## src/rtl/output_load_sequencer.sv

```systemverilog
// Output load sequencer: steps the PIM output buffer through a load sequence and
// queues the returned words in a small FIFO for the RISC-V read port.
module output_load_sequencer #(
    parameter int NUM_GROUPS = 32,
    parameter int FIFO_DEPTH = 4,
    parameter int LOAD_LAT   = 0
) (
    input  logic        clk_i,
    input  logic        rst_ni,
    input  logic        start_i,
    input  logic [1:0]  mode_i,
    input  logic        abort_i,
    input  logic [31:0] buf_data_i,
    output logic        load_en_o,
    output logic [5:0]  load_cnt_o,
    output logic [1:0]  load_mode_o,
    output logic [31:0] rdata_o,
    output logic        rvalid_o,
    input  logic        rready_i,
    output logic        busy_o,
    output logic        done_o,
    output logic        err_o
);

    localparam int PTR_W = $clog2(FIFO_DEPTH);
    localparam int CNT_W = PTR_W + 1;
    localparam int OCC_W = CNT_W + 1;
    localparam logic [5:0]       LAST_GROUP = 6'(NUM_GROUPS - 1);
    localparam logic [CNT_W-1:0] DEPTH_CNT  = CNT_W'(FIFO_DEPTH);
    localparam logic [OCC_W-1:0] DEPTH_OCC  = OCC_W'(FIFO_DEPTH);

    typedef enum logic [1:0] {
        IDLE,
        ISSUE,
        DRAIN
    } state_e;

    state_e           state_q, state_d;
    logic [5:0]       issue_cnt_q, issue_cnt_d;
    logic             load_en_q, load_en_d;
    logic [5:0]       load_cnt_q, load_cnt_d;
    logic [1:0]       load_mode_q, load_mode_d;
    logic             inflight_q, inflight_d;
    logic             done_q, done_d;
    logic             err_q, err_d;
    logic [PTR_W-1:0] wr_ptr_q, wr_ptr_d;
    logic [PTR_W-1:0] rd_ptr_q, rd_ptr_d;
    logic [CNT_W-1:0] count_q, count_d;
    logic [31:0]      mem_q [FIFO_DEPTH];

    logic             push;
    logic             pop;
    logic             credit;
    logic             last_word;
    logic [OCC_W-1:0] occupancy;

    always_comb begin
        push     = (LOAD_LAT == 0) ? load_en_q : inflight_q;
        pop      = (count_q != '0) && rready_i;
        wr_ptr_d = wr_ptr_q;
        rd_ptr_d = rd_ptr_q;
        count_d  = count_q;
        if (abort_i) begin
            wr_ptr_d = '0;
            rd_ptr_d = '0;
            count_d  = '0;
        end else begin
            if (push) wr_ptr_d = wr_ptr_q + 1'b1;
            if (pop)  rd_ptr_d = rd_ptr_q + 1'b1;
            case ({push, pop})
                2'b10:   count_d = count_q + 1'b1;
                2'b01:   count_d = count_q - 1'b1;
                default: count_d = count_q;
            endcase
        end
    end

    // Credit covers every word already requested but not yet popped, so a push never lands on a full FIFO.
    always_comb begin
        occupancy   = OCC_W'(count_q) + OCC_W'(load_en_q) + OCC_W'(inflight_q);
        credit      = occupancy < DEPTH_OCC;
        last_word   = (load_mode_q == 2'd1) ? (issue_cnt_q == 6'd0) : (issue_cnt_q == LAST_GROUP);
        state_d     = state_q;
        issue_cnt_d = issue_cnt_q;
        load_en_d   = 1'b0;
        load_cnt_d  = load_cnt_q;
        load_mode_d = load_mode_q;
        inflight_d  = (LOAD_LAT == 1) && load_en_q;
        done_d      = 1'b0;
        err_d       = 1'b0;
        if (abort_i) begin
            state_d     = IDLE;
            issue_cnt_d = '0;
            load_cnt_d  = '0;
            load_mode_d = '0;
            inflight_d  = 1'b0;
        end else begin
            case (state_q)
                IDLE: begin
                    if (start_i) begin
                        if (mode_i != 2'd0) begin
                            load_mode_d = mode_i;
                            issue_cnt_d = '0;
                            state_d     = ISSUE;
                        end else begin
                            err_d = 1'b1;
                        end
                    end
                end
                ISSUE: begin
                    if (credit) begin
                        load_en_d   = 1'b1;
                        load_cnt_d  = issue_cnt_q;
                        issue_cnt_d = issue_cnt_q + 6'd1;
                        if (last_word) state_d = DRAIN;
                    end
                end
                DRAIN: begin
                    // Looking at the next count lets done follow the final pop by one cycle.
                    if ((count_d == '0) && !inflight_d) begin
                        done_d      = 1'b1;
                        state_d     = IDLE;
                        load_mode_d = '0;
                        load_cnt_d  = '0;
                    end
                end
                default: state_d = IDLE;
            endcase
        end
    end

    always_ff @(posedge clk_i or negedge rst_ni) begin
        if (!rst_ni) begin
            state_q     <= IDLE;
            issue_cnt_q <= '0;
            load_en_q   <= 1'b0;
            load_cnt_q  <= '0;
            load_mode_q <= '0;
            inflight_q  <= 1'b0;
            done_q      <= 1'b0;
            err_q       <= 1'b0;
            wr_ptr_q    <= '0;
            rd_ptr_q    <= '0;
            count_q     <= '0;
        end else begin
            state_q     <= state_d;
            issue_cnt_q <= issue_cnt_d;
            load_en_q   <= load_en_d;
            load_cnt_q  <= load_cnt_d;
            load_mode_q <= load_mode_d;
            inflight_q  <= inflight_d;
            done_q      <= done_d;
            err_q       <= err_d;
            wr_ptr_q    <= wr_ptr_d;
            rd_ptr_q    <= rd_ptr_d;
            count_q     <= count_d;
        end
    end

    always_ff @(posedge clk_i or negedge rst_ni) begin
        if (!rst_ni) begin
            for (int i = 0; i < FIFO_DEPTH; i++) mem_q[i] <= '0;
        end else if (push && !abort_i) begin
            mem_q[wr_ptr_q] <= buf_data_i;
        end
    end

    overflow_check: assert property (@(posedge clk_i) disable iff (!rst_ni || abort_i)
        !(push && !pop && (count_q == DEPTH_CNT)));

    assign load_en_o   = load_en_q;
    assign load_cnt_o  = load_cnt_q;
    assign load_mode_o = load_mode_q;
    assign rdata_o     = mem_q[rd_ptr_q];
    assign rvalid_o    = (count_q != '0);
    assign busy_o      = (state_q != IDLE);
    assign done_o      = done_q;
    assign err_o       = err_q;

endmodule

```

## config.mk

```make
export PLATFORM = sky130hd
export DESIGN_NAME = output_load_sequencer
export DESIGN_NICKNAME = d
export VERILOG_FILES = /design/src/rtl/output_load_sequencer.sv
export SDC_FILE = /design/constraint.sdc
export NUM_CORES = 1
export LEC_CHECK = 0
export CAP_MARGIN = 20
export CORE_UTILIZATION = 50
export DETAILED_ROUTE_END_ITERATION = 12
export PLACE_DENSITY_LB_ADDON = 0.15
export SETUP_SLACK_MARGIN = 0.2
export SYNTH_ARGS = -nofsm -noshare
export SYNTH_HDL_FRONTEND = slang
export SYNTH_SLANG_ARGS = --single-unit
```

## constraint.sdc

```tcl
create_clock -name clk_i -period 3.2 [get_ports clk_i]
set_input_delay 0.64 -clock clk_i [delete_from_list [all_inputs] [get_ports clk_i]]
set_output_delay 0.64 -clock clk_i [all_outputs]
set_load 0.02 [all_outputs]
```

==> metrics.txt <==
status finished, final reports clean; Max clock buf depth 2; Final Core Density between 60% and 70%; slew margin rel. 42.0%; Nets between 500 and 600; core region area 13400 sq um; die footprint approximately 14000 sq um; Async S/R FF share, synth 100%; Final min period 2.87 ns; H-tree levels 4; Final Max Slew Viols 0; die height 120 microns; predominant post-synthesis flop cell dfrtp_1; RSZ-0062 raised after global routing no; # Max-Cap Violations 0; R2R Path End load_cnt_o[2]; Pleak 3.88 nW; synth warn 0; synthesized net count 510; clock latency on the worst-skew pair 0.42 ns; dpl cell area 8010 sq um; Setup CP Type reg2out; first-pass GRT wire length 23.2 mm; layout cells sized above 1 37.1%; vias per cell 5.69; Netlist cell types 43; Max Clock Skew 0.00553 ns; Synth Instances about 460; Initial DRC Count 248; startpoint types register; Critical Path RT approximately 2.6 ns; measured slew at the worst slew-check pin 0.870 ns; Pwr Total 0.00699 W; Finish-stage setup viols 0; Min-Delay Path Class in2async; grt ovf 0; FMAX around 350 MHz; starting density of the core 51.8%; length of the first detailed-routing pass in iterations 5; pwr dens 810 nW/um^2; CTS Sinks 154; hpwl dp 8.48 mm; EDFF count, synth 0; largest net degree at the start of global routing 87; Setup Buffers After CTS 0; DR DRC count 0; Final Hold Fails 0; Reg2Reg Depth 7; Worst-path clk slew 0.06 ns; Diodes inserted 0; setup TNS 0 ns; reg-to-reg setup timing slack roughly 0.57 ns; Max Fanout on Critical Path 34; # port buffers 83; endpoint class of the critical path primary output; Antenna Nets Post-Route 0; worst hold slack 0.276 ns; Die X between 100 and 150 microns; Post-Syn Area per Cell roughly 15 sq um; Hold Buf Count CTS 0; Seq/Total Area, Yosys 55.5%; area delta synth->final 24.1%; TritonCTS clock tree yes; IR drop worst, VDD 0.000411 V; final instance area 8620 sq um; Routed WL per cell 18.5 microns; GRT Total Usage 21.3%; Arr. time, crit path 2.23 ns; total wire length about 14 mm; initial antenna violation count 0; Synth Register Bits 154; Reg2Reg Launch Point count_q[1]; root buf cell clkbuf_16; CTS Buf Count 17; GPL Wtd Cong 0.796; io pins 84; vias in the first global route 4419; Site Rows between 40 and 50; crit share post-route 89.6%; total number of vias around 4200; post-CTS sizing 0; Syn Std Cell Area 6950 sq um
-- worst max path at each step --
| stage | startpoint | to | slack (ns) | depth (start not counted) |
|---|---|---|---|---|
| floorplan | count_q[1] | load_cnt_o[0] | 0.90 | 7 |
| global placement | rready_i | load_cnt_o[4] | 0.21 | 8 |
| detailed placement | rready_i | load_cnt_o[2] | 0.15 | 8 |
| CTS | rd_ptr_q[0] | rdata_o[26] | 0.30 | 3 |
| global route | rd_ptr_q[0] | rdata_o[26] | 0.22 | 3 |
| finish | rd_ptr_q[0] | rdata_o[26] | 0.33 | 3 |
-- critical path, cell delays in order (launching register included) --
cell             delay [ns]
dfrtp_2                0.37
buf_12                 0.28
mux4_2                 0.54
clkdlybuf4s50_1        0.59
-- final cells by class --
class / instances / area (sq um)
timing repair buffer: 92 / 950
sequential: 154 / 3860
tap: 176 / 220
clock buffer: 26 / 529
clock inverter: 6 / 82.6
multi-input combinational: 276 / 2960
inverter: 7 / 26.3
fill: 1033 / 4780
-- per-layer routing --
layer  wire length [microns]  up-vias  global-route usage (%)  part of all wire, %
met4                     147        0                    6.02                  1.1
met1                    6210     2209                    28.5                   45
met3                     665       13                    6.65                  4.9
li1                        -     1897                       -                    -
met5                       0        -                       0                    0
met2                    6640       72                    33.5                   49
-- registers in the layout (all words and copies together) (netlist names) --
register and cells:
count_q 3, done_o 1, err_o 1, issue_cnt_q 6, load_cnt_o 6, load_en_o 1, load_mode_o 2, mem_q 128
rd_ptr_q 2, state_q 2, wr_ptr_q 2
-- where the power goes --
group / total, W / internal, W / switching [W]
clock network: 0.00204 / 0.00129 / 0.000745
logic: 0.00233 / 0.00130 / 0.00103
registers: 0.00262 / 0.00237 / 0.000245
total: 0.00699 / 0.00496 / 0.00202
-- cell usage after synthesis (3+ instances only) --
cell type,instances,share of area (%)
or3_2,3,0.32
nand3_1,3,0.22
nor4_1,3,0.27
nand2b_1,3,0.27
clkbuf_1,8,0.43
a21oi_1,9,0.65
mux2_2,119,19
buf_2,18,1.3
nor2_1,14,0.76
inv_1,6,0.32
o21ai_0,11,0.79
nand2_1,15,0.81
mux2_1,9,1.5
a32oi_1,6,0.76
ha_1,7,1.3
xnor2_1,3,0.38
nor3_1,3,0.22
dfrtp_1,154,55
nor3b_1,4,0.43
mux4_2,32,10
-- cell usage in the layout (no fill, tap or decap), drive strengths merged, types with 3 or more instances in the layout --
master / instances
nand2: 15
xnor2: 3
nor4: 3
nor2: 16
o21ai: 11
mux2: 128
inv: 7
a32oi: 6
dfrtp: 154
a21oi: 9
or3: 4
nand3: 3
clkinv: 3
buf: 10
nor3: 4
nor3b: 4
mux4: 32
nand2b: 3
clkbuf: 26
ha: 7
clkdlybuf4s50: 82
-- logic make-up after synthesis --
kind of cell	synth area share (%)
adders and majority gates	1.55
and+or+nand+nor	4.57
DFF	55.5
muxes	31.4
buffers and inverters	2.11
xor gates and xnor gates	0.630
AOI/OAI and AO/OA	4.27
-- stage by stage --
stage / cells / worst slack [ns]
2_1_floorplan: 463 / 0.902
3_3_place_gp: 705 / 0.211
3_5_place_dp: 705 / 0.152
4_1_cts: 737 / 0.296
5_1_grt: 737 / 0.220
6_report: 737 / 0.332
(Power assumes the default switching activity.)
